<file path="config.mk">
export PLATFORM = sky130hd
export DESIGN_NAME = rr_mux_arbiter
export DESIGN_NICKNAME = d
export VERILOG_FILES = /design/src/rtl/rr_mux_arbiter.sv
export SDC_FILE = /design/constraint.sdc
export NUM_CORES = 1
export LEC_CHECK = 0
export CAP_MARGIN = 40
export CELL_PAD_IN_SITES_DETAIL_PLACEMENT = 2
export CELL_PAD_IN_SITES_GLOBAL_PLACEMENT = 2
export CORE_UTILIZATION = 32
export CTS_CLUSTER_SIZE = 12
export DETAILED_ROUTE_END_ITERATION = 10
export PLACE_DENSITY_LB_ADDON = 0.1
export SYNTH_ARGS = -nofsm -noshare
export SYNTH_HDL_FRONTEND = slang
export SYNTH_SLANG_ARGS = --single-unit
</file>
<file path="constraint.sdc">
create_clock -name clk -period 3.4 [get_ports clk]
set_input_delay 0.68 -clock clk [delete_from_list [all_inputs] [get_ports clk]]
set_output_delay 0.68 -clock clk [all_outputs]
set_load 0.05 [all_outputs]
</file>
<file path="src/rtl/rr_mux_arbiter.sv">
// rr_mux_arbiter: 16-way round-robin arbiter with hold limit and a registered
// 1-bit data mux that forwards the granted requester's data bit.
module rr_mux_arbiter #(
    parameter int MAX_HOLD = 8
) (
    input  logic        clk,
    input  logic        rst_n,
    input  logic [15:0] req,
    input  logic [15:0] data_in,
    output logic [15:0] grant,
    output logic [3:0]  sel,
    output logic        grant_valid,
    output logic        data_out,
    output logic        data_valid
);
    typedef enum logic {IDLE, BUSY} state_t;

    localparam logic [7:0] HOLD_LAST = 8'(MAX_HOLD - 1);

    state_t      state_q, state_d;
    logic [3:0]  ptr_q, ptr_d, sel_q, sel_d, pick;
    logic [7:0]  hcnt_q, hcnt_d;
    logic [15:0] grant_q, grant_d;
    logic        gv_q, gv_d, dout_q, dout_d, dv_q, dv_d;

    // Descending scan so the smallest offset from ptr wins.
    always_comb begin
        pick = ptr_q;
        for (int i = 15; i >= 0; i--)
            if (req[ptr_q + 4'(i)]) pick = ptr_q + 4'(i);
    end

    always_comb begin
        state_d = state_q;
        ptr_d   = ptr_q;
        sel_d   = sel_q;
        hcnt_d  = hcnt_q;
        grant_d = grant_q;
        gv_d    = gv_q;
        if (state_q == IDLE) begin
            if (|req) begin
                state_d = BUSY;
                sel_d   = pick;
                grant_d = 16'b1 << pick;
                gv_d    = 1'b1;
                hcnt_d  = 8'd0;
            end
        end else if (!req[sel_q] || hcnt_q == HOLD_LAST) begin
            state_d = IDLE;
            grant_d = 16'b0;
            gv_d    = 1'b0;
            ptr_d   = sel_q + 4'd1;
        end else begin
            hcnt_d = hcnt_q + 8'd1;
        end
        dout_d = gv_q ? data_in[sel_q] : 1'b0;
        dv_d   = gv_q;
    end

    always_ff @(posedge clk) begin
        if (!rst_n) begin
            state_q <= IDLE;
            ptr_q   <= 4'd0;
            sel_q   <= 4'd0;
            hcnt_q  <= 8'd0;
            grant_q <= 16'b0;
            gv_q    <= 1'b0;
            dout_q  <= 1'b0;
            dv_q    <= 1'b0;
        end else begin
            state_q <= state_d;
            ptr_q   <= ptr_d;
            sel_q   <= sel_d;
            hcnt_q  <= hcnt_d;
            grant_q <= grant_d;
            gv_q    <= gv_d;
            dout_q  <= dout_d;
            dv_q    <= dv_d;
        end
    end

    assign grant       = grant_q;
    assign sel         = sel_q;
    assign grant_valid = gv_q;
    assign data_out    = dout_q;
    assign data_valid  = dv_q;
endmodule

</file>
==> flow_metrics.env, run 1 <==
export IMPL_die_area_mm2=0.01352
export IMPL_cts_tree="built"
export IMPL_fin_area_mm2=0.006598
export IMPL_cts_sinks=36
export IMPL_areaGrowthSynthToFinish_pct=57.92
export IMPL_top_level_ports=57
export IMPL_grt_use_met1=0.3886
export IMPL_use_met3=0.05138
export IMPL_yosysSeqAreaShare=0.1725
export IMPL_slowest_stage="dfxtp_2"
export IMPL_status="complete, but fails checks"
export IMPL_failed_checks="setup timing"
export IMPL_reg2reg_from="ptr_q[1]"
export IMPL_leakagePower_nw=2.599
export IMPL_async_flop_share=0
export IMPL_dp_cells=780
export IMPL_layout_nets=684
export IMPL_numCtsBuffers=5
export IMPL_totalWireLength_mm=25.38
export IMPL_worstPathCellList="inv_4 -> ha_4 -> buf_6 -> buf_4 -> nor2b_2 -> a2111oi_2 -> buf_4 -> buf_4 -> nor4_4 -> buf_4 -> nor3_2 -> o2111ai_2 -> nor2_2 -> a211oi_4 -> buf_6 -> and2b_1 -> a22o_1"
export IMPL_start_util=0.3297
export IMPL_synth_warnings=0
export IMPL_worst_setup_path_end_kind="flop"
export IMPL_min_to="grant[3]"
export IMPL_port_buffers=56
export IMPL_grt_busiest_layer="met2"
export IMPL_grt_max_degree=29
export IMPL_clockPowerShare=0.067
export IMPL_drtIter0Drc=454
export IMPL_synth_top_area_cell="mux4_2"
export IMPL_clkLatencyLatePin_ns=0.29
export IMPL_rows=41
export IMPL_cts_htree_levels=2
export IMPL_swShare=0.5063
export IMPL_synth_edf_count=0
export IMPL_viasPerCell=6.332
export IMPL_yosys_top_cells_area="mux4_2, dfxtp_1, mux2i_1"
export IMPL_mostFrequentLayoutCells="buf_4, clkdlybuf4s50_1, mux4_2, nand2_1, dfxtp_1"
export IMPL_syn_num_nets=485
export IMPL_maxSlewViolCount=0
export IMPL_cp_arrival_ns=3.81
export IMPL_cts_buffer_depth=2
export IMPL_grt_pass1_wl_mm=33.23
export IMPL_num_vias=5154
export IMPL_worst_slack_ns=-0.2314
export IMPL_drcViolationCount=0
export IMPL_p_per_area_mw_per_mm2=1085
export IMPL_worst_ep_required_time_ns=3.57
export IMPL_critPathMostFrequentCell="buf_4"
export IMPL_drv_cap=0
export IMPL_period_share=1.068
export IMPL_p_sw_w=0.003625
export IMPL_cpPeakStageDelay_ns=0.37
export IMPL_gp_congestion=0.9286
export IMPL_antenna_found_initial=0
export IMPL_post_route_util=0.5207
export IMPL_cts_root_buf="clkbuf_16"
export IMPL_ys_ff_latch=36
export IMPL_die_w_um=116.3
export IMPL_final_antenna_net_count=0
export IMPL_die_y_um=116.3
export IMPL_firstDrtPassIters=4
export IMPL_hpwl_mm=15.74
export IMPL_worst_slew_pin_slew_ns=0.7004
export IMPL_grt_util_all_layers=0.3367
export IMPL_rrSetupSlack_ns=-0.23
export IMPL_startpoint_type="flop"
export IMPL_grt_pass1_vias=5618
export IMPL_place_area_mm2=0.005898
export IMPL_layout_drive_gt1_share=0.4502
export IMPL_use_met2=0.6063
export IMPL_finalCriticalPeriod_ns=3.631
export IMPL_power_share_combinational=0.848
export IMPL_synth_top_area_frac=0.1941
export IMPL_worstSetupPathType="flop to flop"
export IMPL_antenna_cells=0
export IMPL_rsz0062_at_grt="yes"
export IMPL_hold_buffers=0
export IMPL_fin_skew_ns=0.007171
export IMPL_finalSetupViolations=20
export IMPL_grt_ovfl_total=0
export IMPL_fin_cells=814
export IMPL_netlist_area_mm2=0.004178
export IMPL_min_from="grant[3]"
export IMPL_postSynthCellCount=442
export IMPL_fmaxAchievable_mhz=275.4
export IMPL_hold_viol_final=0
export IMPL_critPathMaxFanout=6
export IMPL_clkTransAtPathRegs_ns=0.06
export IMPL_intPower_w=0.003534
export IMPL_synth_cell_type_count=74
export IMPL_wire_per_inst_um=31.18
export IMPL_core_area_mm2=0.01267
export IMPL_avgSynthCellArea_um2=9.452
export IMPL_rr_worst_depth=17
export IMPL_seqPwrFrac=0.085
export IMPL_mostFrequentLayoutCell="buf_4"
export IMPL_hold_class="flop to flop"
export IMPL_synth_flop_cell="dfxtp_1"
export IMPL_irDropWorstVdd_v=0.0003592
export IMPL_dpl_worst_slack_ns=-0.7165
export IMPL_maxSlewHeadroom=0.5272
export IMPL_r2r_end="grant[0]"
export IMPL_min_path_cells=2
-- worst max-delay path by stage --
stage                     startpoint        to  slack, ns
after floorplan             ptr_q[0]  grant[8]     0.0008
after global placement        req[8]  grant[8]      -0.65
after detailed placement      req[2]  grant[8]      -0.72
after CTS                   ptr_q[0]  grant[1]      -0.09
after global routing        ptr_q[0]    sel[2]      -0.33
final                       ptr_q[1]  grant[0]      -0.23
-- final cells by class --
cell class / instances / area, um^2
Inverter: 12 / 55.05
Sequential cell: 36 / 726.9
Fill cell: 1297 / 6073
Tap cell: 172 / 215.2
Timing Repair Buffer: 216 / 1834
Multi-Input combinational cell: 370 / 3620
Clock buffer: 8 / 146.4
-- kinds of logic (layout without fill, tap and decap cells) --
logic type / count (synthesis) / count (layout) / synth area share
buffers and inverters: 36 / 236 / 0.04282
AO/OA/AOI/OAI: 110 / 110 / 0.1992
flip-flops: 36 / 36 / 0.1725
multiplexers: 87 / 87 / 0.3270
XOR/XNOR: 19 / 19 / 0.04523
adder cells (fa/ha/maj): 9 / 9 / 0.02695
AND/OR/NAND/NOR: 145 / 145 / 0.1863
-- repair_timing --
item                                    CTS  global route
setup buffers                            23             5
endpoints found under the setup margin   20            20
resized for setup                        63            33
pin swaps                                13            21
-- metrics by stage --
stage	TNS (ns)	hold WS [ns]	power (W)
global route	-5.414	0.4784	0.007389
detailed placement	-12.56	0.4503	0.005355
floorplan	0	0.4657	0.003294
CTS	-0.4090	0.4546	0.006413
finish	-3.491	0.4509	0.007159
global placement	-10.58	0.4384	0.005146
-- critical path, delay by kind of cell, from the launching register on --
kind / cells / cell delay (ns)
buffers and inverters: 7 / 1.08
flip-flops: 1 / 0.37
AND/OR/NAND/NOR: 5 / 0.83
adder cells (fa/ha/maj): 1 / 0.36
AO/OA/AOI/OAI: 4 / 0.88
-- power groups by stage --
stage	clock [W]	sequential, W	combinational [W]
2_1_floorplan	0	0.000768	0.00253
3_3_place_gp	0	0.000592	0.00455
3_5_place_dp	0	0.000599	0.00476
4_1_cts	0.000468	0.000598	0.00535
5_1_grt	0.000498	0.000612	0.00628
6_report	0.000481	0.000607	0.00607
-- state kept, by name, summed over array words and instances (netlist names) --
register     cells
ptr_q            4
data_out         1
hcnt_q           8
grant           16
sel              4
state_q          1
data_valid       1
grant_valid      1
-- synthesized netlist by cell type (9+ instances only) --
cell type,instances
ha_1,9
mux2_2,13
mux4_2,36
dfxtp_1,36
inv_1,9
nand3_1,10
nor2b_1,16
nand2_1,37
o21ai_0,18
nor2_1,16
mux2i_1,30
nand2b_1,12
clkbuf_1,12
xnor2_1,9
nor3_1,12
o21ai_1,9
a21oi_1,11
-- layer usage --
layer / up-vias / wire length, um
met3: 97 / 1214
met5: - / 0
met2: 247 / 12970
met1: 2663 / 9826
met4: 0 / 1372
li1: 2147 / -
Power figures use the tool's default switching activity.
==> run 2: changes to the inputs <==
--- a/config.mk
+++ b/config.mk
@@ -11,7 +11,9 @@
 export CORE_UTILIZATION = 32
 export CTS_CLUSTER_SIZE = 12
 export DETAILED_ROUTE_END_ITERATION = 10
+export GPL_ROUTABILITY_DRIVEN = 0
 export PLACE_DENSITY_LB_ADDON = 0.1
+export SKIP_CTS_REPAIR_TIMING = 1
 export SYNTH_ARGS = -nofsm -noshare
 export SYNTH_HDL_FRONTEND = slang
 export SYNTH_SLANG_ARGS = --single-unit
==> constraint.sdc (replaced) <==
create_clock -name clk -period 3.4 [get_ports clk]
set_input_delay 0.68 -clock clk [delete_from_list [all_inputs] [get_ports clk]]
set_output_delay 0.68 -clock clk [all_outputs]
set_load 0.01 [all_outputs]
==> run 2 against run 1 <==
Against the previous run: the run still ends with setup timing left; via count is 2.3% lower; clock-buffer cell count stayed put; worst hold slack better by 0.0061 ns; power is 4.2% lower; die area stayed put; utilization is 0.31 points higher; sequential cell count stayed put; routed wire length is 5.3% lower; final cell count is 0.86% lower; fmax is 0.61% lower; global-route usage is 4.1 points lower; non-clock buffer count is 7 lower.
==> flow_metrics.env, run 2 (synthesized netlist as in run 1, its figures left out) <==
export IMPL_drv_cap=0
export IMPL_final_antenna_net_count=0
export IMPL_die_w_um=116.3
export IMPL_mostFrequentLayoutCell="buf_4"
export IMPL_cts_root_buf="clkbuf_16"
export IMPL_worstPathCellList="inv_4 -> ha_4 -> buf_6 -> mux4_2 -> buf_4 -> buf_4 -> mux2i_2 -> nor3_1 -> o22ai_1 -> nand2_1 -> a211oi_2 -> o21ai_1 -> buf_4 -> and2b_1 -> a22o_1"
export IMPL_worst_slack_ns=-0.2538
export IMPL_multi_input_area_mm2=0.003647
export IMPL_failed_checks="setup timing"
export IMPL_firstDrtPassIters=4
export IMPL_top_level_ports=57
export IMPL_grt_ovfl_total=0
export IMPL_largest_register_ffs=16
export IMPL_mostFrequentLayoutCells="buf_4, clkdlybuf4s50_1, mux4_2, nand2_1, dfxtp_1"
export IMPL_p_per_area_mw_per_mm2=1033
export IMPL_finalCriticalPeriod_ns=3.654
export IMPL_totalWireLength_mm=24.03
export IMPL_post_route_util=0.5237
export IMPL_critPathMostFrequentCell="buf_4"
export IMPL_clkLatencyLatePin_ns=0.29
export IMPL_power_w=0.006858
export IMPL_min_from="grant[11]"
export IMPL_layout_nets=677
export IMPL_areaGrowthSynthToFinish_pct=58.85
export IMPL_worst_hold_slack_ns=0.4571
export IMPL_status="complete, but fails checks"
export IMPL_worst_slew_pin_slew_ns=0.6974
export IMPL_grt_pass1_vias=5241
export IMPL_regArea_um2=726.9
export IMPL_clkTransAtPathRegs_ns=0.06
export IMPL_grt_pass1_wl_mm=29.73
export IMPL_critPathMaxFanout=4
export IMPL_cts_buffer_depth=2
export IMPL_cp_depth=15
export IMPL_die_y_um=116.3
export IMPL_finalSetupViolations=19
export IMPL_grt_max_degree=29
export IMPL_cpPeakStageDelay_ns=0.61
export IMPL_crit_buf_inv=5
export IMPL_slowest_stage="mux4_2"
export IMPL_hpwl_mm=15.74
export IMPL_crit_end="grant[1]"
export IMPL_period_share=1.075
export IMPL_hold_class="flop to flop"
export IMPL_fmaxAchievable_mhz=273.7
export IMPL_grt_util_all_layers=0.2960
export IMPL_setup_tns_ns=-2.737
export IMPL_layout_drive_gt1_share=0.4457
export IMPL_port_buffers=56
export IMPL_crit_family="compound AO/OA/AOI/OAI gates"
export IMPL_core_area_mm2=0.01267
export IMPL_hold_viol_final=0
export IMPL_rr_worst_depth=15
export IMPL_cts_tree="built"
export IMPL_maxSlewViolCount=0
export IMPL_startpoint_type="flop"
export IMPL_r2r_end="grant[1]"
export IMPL_reg2reg_from="ptr_q[1]"
export IMPL_fin_skew_ns=0.004616
export IMPL_drtIter0Drc=317
export IMPL_cts_sinks=36
export IMPL_antenna_found_initial=0
export IMPL_wire_per_inst_um=29.77
export IMPL_fin_cells=807
export IMPL_nFillCells=1285
export IMPL_worst_ep_required_time_ns=3.62
export IMPL_viasPerCell=6.239
export IMPL_start_util=0.3297
export IMPL_num_vias=5035
export IMPL_numCtsBuffers=5
export IMPL_worstSetupPathType="flop to flop"
export IMPL_irDropWorstVdd_v=0.0002932
export IMPL_rows=41
export IMPL_drcViolationCount=0
export IMPL_maxSlewHeadroom=0.5292
export IMPL_cts_htree_levels=2
export IMPL_rrSetupSlack_ns=-0.25
export IMPL_die_area_mm2=0.01352
export IMPL_antenna_cells=0
export IMPL_leakagePower_nw=2.681
export IMPL_cp_arrival_ns=3.87
export IMPL_rsz0062_at_grt="yes"
export IMPL_cp_startpoint="ptr_q[1]"
export IMPL_worst_setup_path_end_kind="flop"
export IMPL_dp_cells=780
[run 2: per-layer routing]
| metal | share of wire | vias up | global-route usage |
|---|---|---|---|
| met5 | 0 | - | 0 |
| met4 | 0.047 | 0 | 0.1197 |
| met2 | 0.52 | 228 | 0.5302 |
| li1 | - | 2126 | - |
| met1 | 0.39 | 2605 | 0.3476 |
| met3 | 0.044 | 76 | 0.05345 |
[run 2: metrics by stage]
| stage | area (um^2) | worst slack (ns) |
|---|---|---|
| after floorplan | 4229 | 0.0008518 |
| after global placement | 5891 | -0.6454 |
| after detailed placement | 5898 | -0.7165 |
| after CTS | 6045 | -0.4533 |
| after global routing | 6636 | -0.3456 |
| final | 6636 | -0.2538 |
[run 2: power breakdown]
| group | switching (W) | total, W | internal [W] |
|---|---|---|---|
| Clock | 0.000186 | 0.000479 | 0.000293 |
| Sequential | 0.000104 | 0.000608 | 0.000504 |
| Combinational | 0.00308 | 0.00577 | 0.00269 |
[run 2: worst min-delay path by stage]
stage,slack [ns],to,cells past startpoint
2_1_floorplan,0.47,hcnt_q[5],2
3_3_place_gp,0.44,grant[3],2
3_5_place_dp,0.45,grant[3],2
4_1_cts,0.46,grant[3],2
5_1_grt,0.49,grant[3],2
6_report,0.46,grant[11],2
[run 2: cell type report]
type,instances,area share
flip-flops and latches,36,0.1095
inverters,12,0.008296
clock buffers,8,0.02206
multi-input cells,370,0.5496
well taps,172,0.03243
repair buffers,209,0.2781
[run 2: tightest hold or removal path, cell delays in order (launching register included)]
cell and delay (ns):
dfxtp_1 0.31, nand2_1 0.05, o21ai_1 0.05
